**src/rtl/demux2_pkg.sv**
```systemverilog
// Shared types and constants for the demux2_stream 1-to-2 stream demultiplexer.
package demux2_pkg;

  typedef enum logic {
    SLOT_EMPTY,
    SLOT_FULL
  } slot_state_t;

  localparam int CNT_W     = 8;
  localparam int DEF_WIDTH = 8;

endpackage

```
**src/rtl/demux2_slot.sv**
```systemverilog
// One-entry output holding register with valid/ready handshake; optional
// delivered-word counter when DEMUX2_CNT_EN is defined.
module demux2_slot
  import demux2_pkg::*;
#(
  parameter int WIDTH = DEF_WIDTH
) (
  input  logic             clk,
  input  logic             rst_n,
  input  logic             load,
  input  logic [WIDTH-1:0] load_data,
  input  logic             ready,
  output logic             valid,
  output logic [WIDTH-1:0] data,
  output logic             can_load
`ifdef DEMUX2_CNT_EN
  ,
  output logic [CNT_W-1:0] cnt
`endif
);

  slot_state_t state;
  slot_state_t state_next;
  logic        drain;

  assign valid    = (state == SLOT_FULL);
  assign drain    = valid & ready;
  // A full slot that drains this cycle can take a new word without a bubble.
  assign can_load = (state == SLOT_EMPTY) | ready;

  // NOTE: default assigned first so every path drives state_next; no latch.
  always_comb begin
    state_next = state;
    if (load) begin
      state_next = SLOT_FULL;
    end else if (drain) begin
      state_next = SLOT_EMPTY;
    end
  end

  // NOTE: non-blocking assignments for all clocked state.
  always_ff @(posedge clk or negedge rst_n) begin
    if (!rst_n) begin
      state <= SLOT_EMPTY;
    end else begin
      state <= state_next;
    end
  end

  // NOTE: the data register is reset too, so z*_data reads 0 out of reset.
  always_ff @(posedge clk or negedge rst_n) begin
    if (!rst_n) begin
      data <= '0;
    end else if (load) begin
      data <= load_data;
    end
  end

`ifdef DEMUX2_CNT_EN
  always_ff @(posedge clk or negedge rst_n) begin
    if (!rst_n) begin
      cnt <= '0;
    end else if (drain) begin
      cnt <= cnt + 1'b1;
    end
  end
`endif

endmodule

```
**src/rtl/demux2_stream.sv**
```systemverilog
// Registered 1-to-2 stream demultiplexer: routes each accepted word to z0 or z1
// by in_sel. Optional per-output delivered-word counters with DEMUX2_CNT_EN.
module demux2_stream
  import demux2_pkg::*;
#(
  parameter int WIDTH = DEF_WIDTH
) (
  input  logic             clk,
  input  logic             rst_n,
  input  logic [WIDTH-1:0] in_data,
  input  logic             in_sel,
  input  logic             in_valid,
  output logic             in_ready,
  output logic [WIDTH-1:0] z0_data,
  output logic             z0_valid,
  input  logic             z0_ready,
  output logic [WIDTH-1:0] z1_data,
  output logic             z1_valid,
  input  logic             z1_ready
`ifdef DEMUX2_CNT_EN
  ,
  output logic [CNT_W-1:0] cnt0,
  output logic [CNT_W-1:0] cnt1
`endif
);

  logic can_load0;
  logic can_load1;
  logic accept;
  logic load0;
  logic load1;

  // Ready depends only on the selected slot, never on in_valid; held low in reset.
  assign in_ready = rst_n & (in_sel ? can_load1 : can_load0);
  assign accept   = in_valid & in_ready;
  assign load0    = accept & ~in_sel;
  assign load1    = accept & in_sel;

  demux2_slot #(.WIDTH(WIDTH)) u_slot0 (
    .clk      (clk),
    .rst_n    (rst_n),
    .load     (load0),
    .load_data(in_data),
    .ready    (z0_ready),
    .valid    (z0_valid),
    .data     (z0_data),
    .can_load (can_load0)
`ifdef DEMUX2_CNT_EN
    ,
    .cnt      (cnt0)
`endif
  );

  demux2_slot #(.WIDTH(WIDTH)) u_slot1 (
    .clk      (clk),
    .rst_n    (rst_n),
    .load     (load1),
    .load_data(in_data),
    .ready    (z1_ready),
    .valid    (z1_valid),
    .data     (z1_data),
    .can_load (can_load1)
`ifdef DEMUX2_CNT_EN
    ,
    .cnt      (cnt1)
`endif
  );

endmodule

```
**config.mk**
```make
export PLATFORM = sky130hd
export DESIGN_NAME = demux2_stream
export DESIGN_NICKNAME = d
export VERILOG_FILES = /design/src/rtl/demux2_pkg.sv /design/src/rtl/demux2_slot.sv /design/src/rtl/demux2_stream.sv
export SDC_FILE = /design/constraint.sdc
export NUM_CORES = 1
export LEC_CHECK = 0
export CORE_ASPECT_RATIO = 0.8
export CORE_MARGIN = 3
export CORE_UTILIZATION = 30
export CTS_CLUSTER_SIZE = 16
export DETAILED_ROUTE_END_ITERATION = 8
export DONT_BUFFER_PORTS = 1
export GPL_ROUTABILITY_DRIVEN = 0
export GPL_TIMING_DRIVEN = 1
export HOLD_SLACK_MARGIN = 0.06
export PLACE_DENSITY = 0.43
export REMOVE_ABC_BUFFERS = 1
export SYNTH_ARGS = -nofsm -noshare
export SYNTH_HDL_FRONTEND = slang
export SYNTH_SLANG_ARGS = --single-unit
```
**constraint.sdc**
```tcl
create_clock -name clk -period 2.57 [get_ports clk]
set_input_delay 0.6425 -clock clk [delete_from_list [all_inputs] [get_ports clk]]
set_output_delay 0.6425 -clock clk [all_outputs]
set_load 0.02 [all_outputs]
```
; ---- Word-level counts from Yosys, hierarchy flattened
; Cells that the tools add are included.
[op_classes]
n_mux = 5
n_bitwise = 11
reduce_logical = 2
[op_table]
columns = cell, n
row1 = bitwise AND 1 bit, 6
row2 = 2-to-1 mux 1 bit, 5
row3 = nonzero test 2 bit, 2
row4 = inverter 1 bit, 3
row5 = OR 1 bit, 2
[word_totals]
regBits = 18
in_bits = 14
output_inout_bits = 19
wordCells = 22

; ---- Depth between registers and ports, before layout
[depth]
ltp_word = 7
depth_mapped = 4
ltp_nobuf = 3

; ---- Hierarchy
; A second synthesis with hierarchy kept.
[hier_totals]
cells_unflattened = 46
hier_area_um2 = 778.2
[modules_own_cells]
columns = module, n_inst, cells_each, area_each_um2, seq_area_each_um2
row1 = demux2_slot, 2, 20, 369.1, 225.2
row2 = demux2_stream, 1, 6, 40.0, 0.0

; ---- Least setup slack after synthesis
; OpenSTA, ideal clock, no wires.
[synth_path]
kind = input -> output
startpoint = in z1_ready
endpoint = out in_ready
arrival_ns = 1.139
required_time_ns = 1.928
path_slack_ns = 0.789
stages = 3
n_path_buf = 0
path_cell_list = nand2b_1 mux2i_1 nor2b_1
[synth_via]
elab_chain_cells = 3
[synth_rtl]
columns = item, line_no
row1 = from (decl), demux2_stream.sv:19  ; input logic z1_ready
row2 = OR 1 bit, demux2_slot.sv:29  ; assign can_load = (state == SLOT_EMPTY) | ready;
row3 = 2-to-1 mux 1 bit, demux2_stream.sv:34  ; assign in_ready = rst_n & (in_sel ? can_load1 : can_load0);
row4 = bitwise AND 1 bit, demux2_stream.sv:34
row5 = to (decl), demux2_stream.sv:13  ; output logic in_ready,
; Every way passes these cells.

; ---- Final worst setup path
[layout_path]
startpoint = reg u_slot1.state, in the netlist u_slot1.valid
endpoint = out in_ready
[layout_via]
elab_chain_cells = 4
[layout_rtl]
columns = item, line_no
row1 = from (decl), demux2_slot.sv:22  ; slot_state_t state;
row2 = from (signal assigned), demux2_slot.sv:46  ; state <= state_next;
row3 = inverter 1 bit, demux2_slot.sv:29
row4 = OR 1 bit, demux2_slot.sv:29
row5 = 2-to-1 mux 1 bit, demux2_stream.sv:34
row6 = bitwise AND 1 bit, demux2_stream.sv:34
; Every way passes these cells.

==> flow_summary.json <==
{
  "outcome": "complete, no violations",
  "setup_tns_ns": 0,
  "ys_warn_count": 0,
  "cts_sinks": 18,
  "grt_pass1_vias": 394,
  "drt-pass1-iter-count": 2,
  "antenna_left": 0,
  "dpl.hpwl_um": 1040,
  "antenna_found_initial": 0,
  "portBuffers": 0,
  "io_pins": 33,
  "syn_area_um2": 709,
  "drt_iter0_markers": 15,
  "grt_pass1_wl_um": 2020,
  "setup_viol": 0,
  "remaining_drc_errors": 0,
  "grt_usage_pct": 9.31,
  "crit_fanout": 3,
  "routed_wl_um": 1330,
  "wl_per_cell_um": 17.7,
  "p_per_area_nw_per_um2": 874,
  "tightest_slew_ns": 0.775,
  "cp_data_required_time_ns": 1.93,
  "rows": 15,
  "n_antenna_cell": 0,
  "areaGrowthSynthToFinish_pct": 10.9,
  "p_leak_nw": 0.336,
  "final_area_um2": 787,
  "clk_pin_slew_ns": 0.10,
  "layout_commonest_cell": "dfrtp_1",
  "arrival_ns": 1.33,
  "reg2reg_slack_ns": 0.94,
  "final.setup_skew_ns": 0.00966,
  "avgSynthCellArea_um2": 15.8,
  "setup.worst_path.start_class": "flip-flop",
  "fillers": 212,
  "fmax_mhz": 508,
  "clk_path_buf_depth": 2,
  "syn_inst": 45,
  "grt_start_max_net_pins": 19,
  "met2_usage_pct": 14.7,
  "hold_violations": 0,
  "critical_path.endpoint_type": "output port",
  "met1_usage_pct": 11.5,
  "die_area_um2": 2990,
  "final_layout_size_suffix_gt1_share_pct": 44.0,
  "min_path_type": "primary input to flip-flop",
  "synth_cell_types": 10,
  "period_minus_slack_ns": 1.97,
  "h-tree-depth": 1,
  "clock_latency_ns": 0.29,
  "slew_viol_final": 0,
  "ctsRootBufferMaster": "clkbuf_4",
  "ys_seq_area_share_pct": 63.5,
  "ys_ff_latch": 18,
  "hold_slack_ns": 0.454,
  "grt-busiest-layer": "met2",
  "nets": 65,
  "met3_usage_pct": 5.76,
  "p_total_mw": 0.688,
  "ir_drop_mv": 0.368,
  "core-area_um2": 2200,
  "cts_tree": "yes",
  "fp.dieH_um": 49.5,
  "worstSetupPathType": "flip-flop to output port",
  "rsz0062_at_grt": "no",
  "cts_buffers": 3,
  "viasPerCell": 4.89,
  "drv_cap": 0,
  "layout_common_cells": "18 x dfrtp_1, 16 x mux2_2, 3 x clkbuf_4",
  "start_util_pct": 32.3,
  "max_slew_margin_pct": 48.1,
  "post_dp_cell_area_um2": 741,
  "period_share_pct": 76.7,
  "vias": 367,
  "die_x_um": 60.4,
  "grt_overflow": 0
}
## final timing paths
kind,start,cells past startpoint,end
min in group asynchronous,rst_n,1,u_slot1.data[2]
setup / recovery,u_slot1.valid,3,in_ready
max in group asynchronous,rst_n,1,u_slot1.data[3]
hold reg to reg,u_slot0.data[6],1,u_slot0.data[6]
setup reg to reg,u_slot1.valid,4,u_slot1.data[6]
hold / removal,in_sel,1,u_slot0.valid
## through the flow
| stage | worst slack [ns] | utilization [%] | cells |
|---|---|---|---|
| 3_3_place_gp | 0.745 | 33.7 | 70 |
| 3_5_place_dp | 0.729 | 33.7 | 70 |
| 4_1_cts | 0.573 | 35.8 | 75 |
| 2_1_floorplan | 0.789 | - | 44 |
| 5_1_grt | 0.497 | 35.8 | 75 |
| 6_report | 0.600 | 35.8 | 75 |
## worst max-delay path, stage by stage, from the launching register on
cell and delay (ns):
dfrtp_1 0.47, nand2b_1 0.15, mux2i_1 0.08, nor2b_1 0.34
## Yosys cell counts (all sizes together)
| cell type | instances | area (um2) |
|---|---|---|
| o21ai | 1 | 5.00 |
| nor3b | 1 | 18.8 |
| mux2 | 16 | 180 |
| nor2b | 2 | 12.5 |
| dfrtp | 18 | 450 |
| nand2 | 2 | 7.51 |
| mux2i | 1 | 10.0 |
| buf | 1 | 7.51 |
| nand2b | 2 | 12.5 |
| nand3 | 1 | 5.00 |
## cell type report
| cell class | count | area [um2] | share of cell area, % |
|---|---|---|---|
| well taps | 25 | 31.3 | 3.97 |
| flip-flops and latches | 18 | 450 | 57.2 |
| multi-input cells | 26 | 251 | 32.0 |
| clock buffers | 4 | 36.3 | 4.61 |
| repair buffers | 2 | 17.5 | 2.23 |
## state kept, by name (all words and copies together) (netlist names)
| name | flops |
|---|---|
| u_slot1.data | 8 |
| u_slot1.valid | 1 |
| u_slot0.valid | 1 |
| u_slot0.data | 8 |
## power by group
| group | total [mW] | internal, mW | switching [mW] |
|---|---|---|---|
| clock network | 0.167 | 0.0861 | 0.0811 |
| logic | 0.0741 | 0.0469 | 0.0273 |
| registers | 0.447 | 0.338 | 0.108 |
| total | 0.688 | 0.471 | 0.217 |
## logic make-up (layout without fill, tap and decap cells)
family / count (synthesis) / after routing / synth area share (%)
flops: 18 / 18 / 63.5
mux: 17 / 17 / 26.8
simple gates: 8 / 8 / 7.94
compound gates: 1 / 1 / 0.705
buf+inv: 1 / 6 / 1.06
## routing by layer
metal	up-vias	part of all wire, %
met5	-	0
met4	0	0
met3	0	9.2
met2	15	54
met1	188	37
li1	164	-
## repair_timing
action | 4_1_cts | 5_1_grt
hold buffers | 1 | 0
buffers inserted | 0 | 0
resized for setup | 0 | 0
endpoints found under the setup margin | 0 | 0
hold endpoints to repair | 18 | 0
Power figures use the tool's default switching activity.
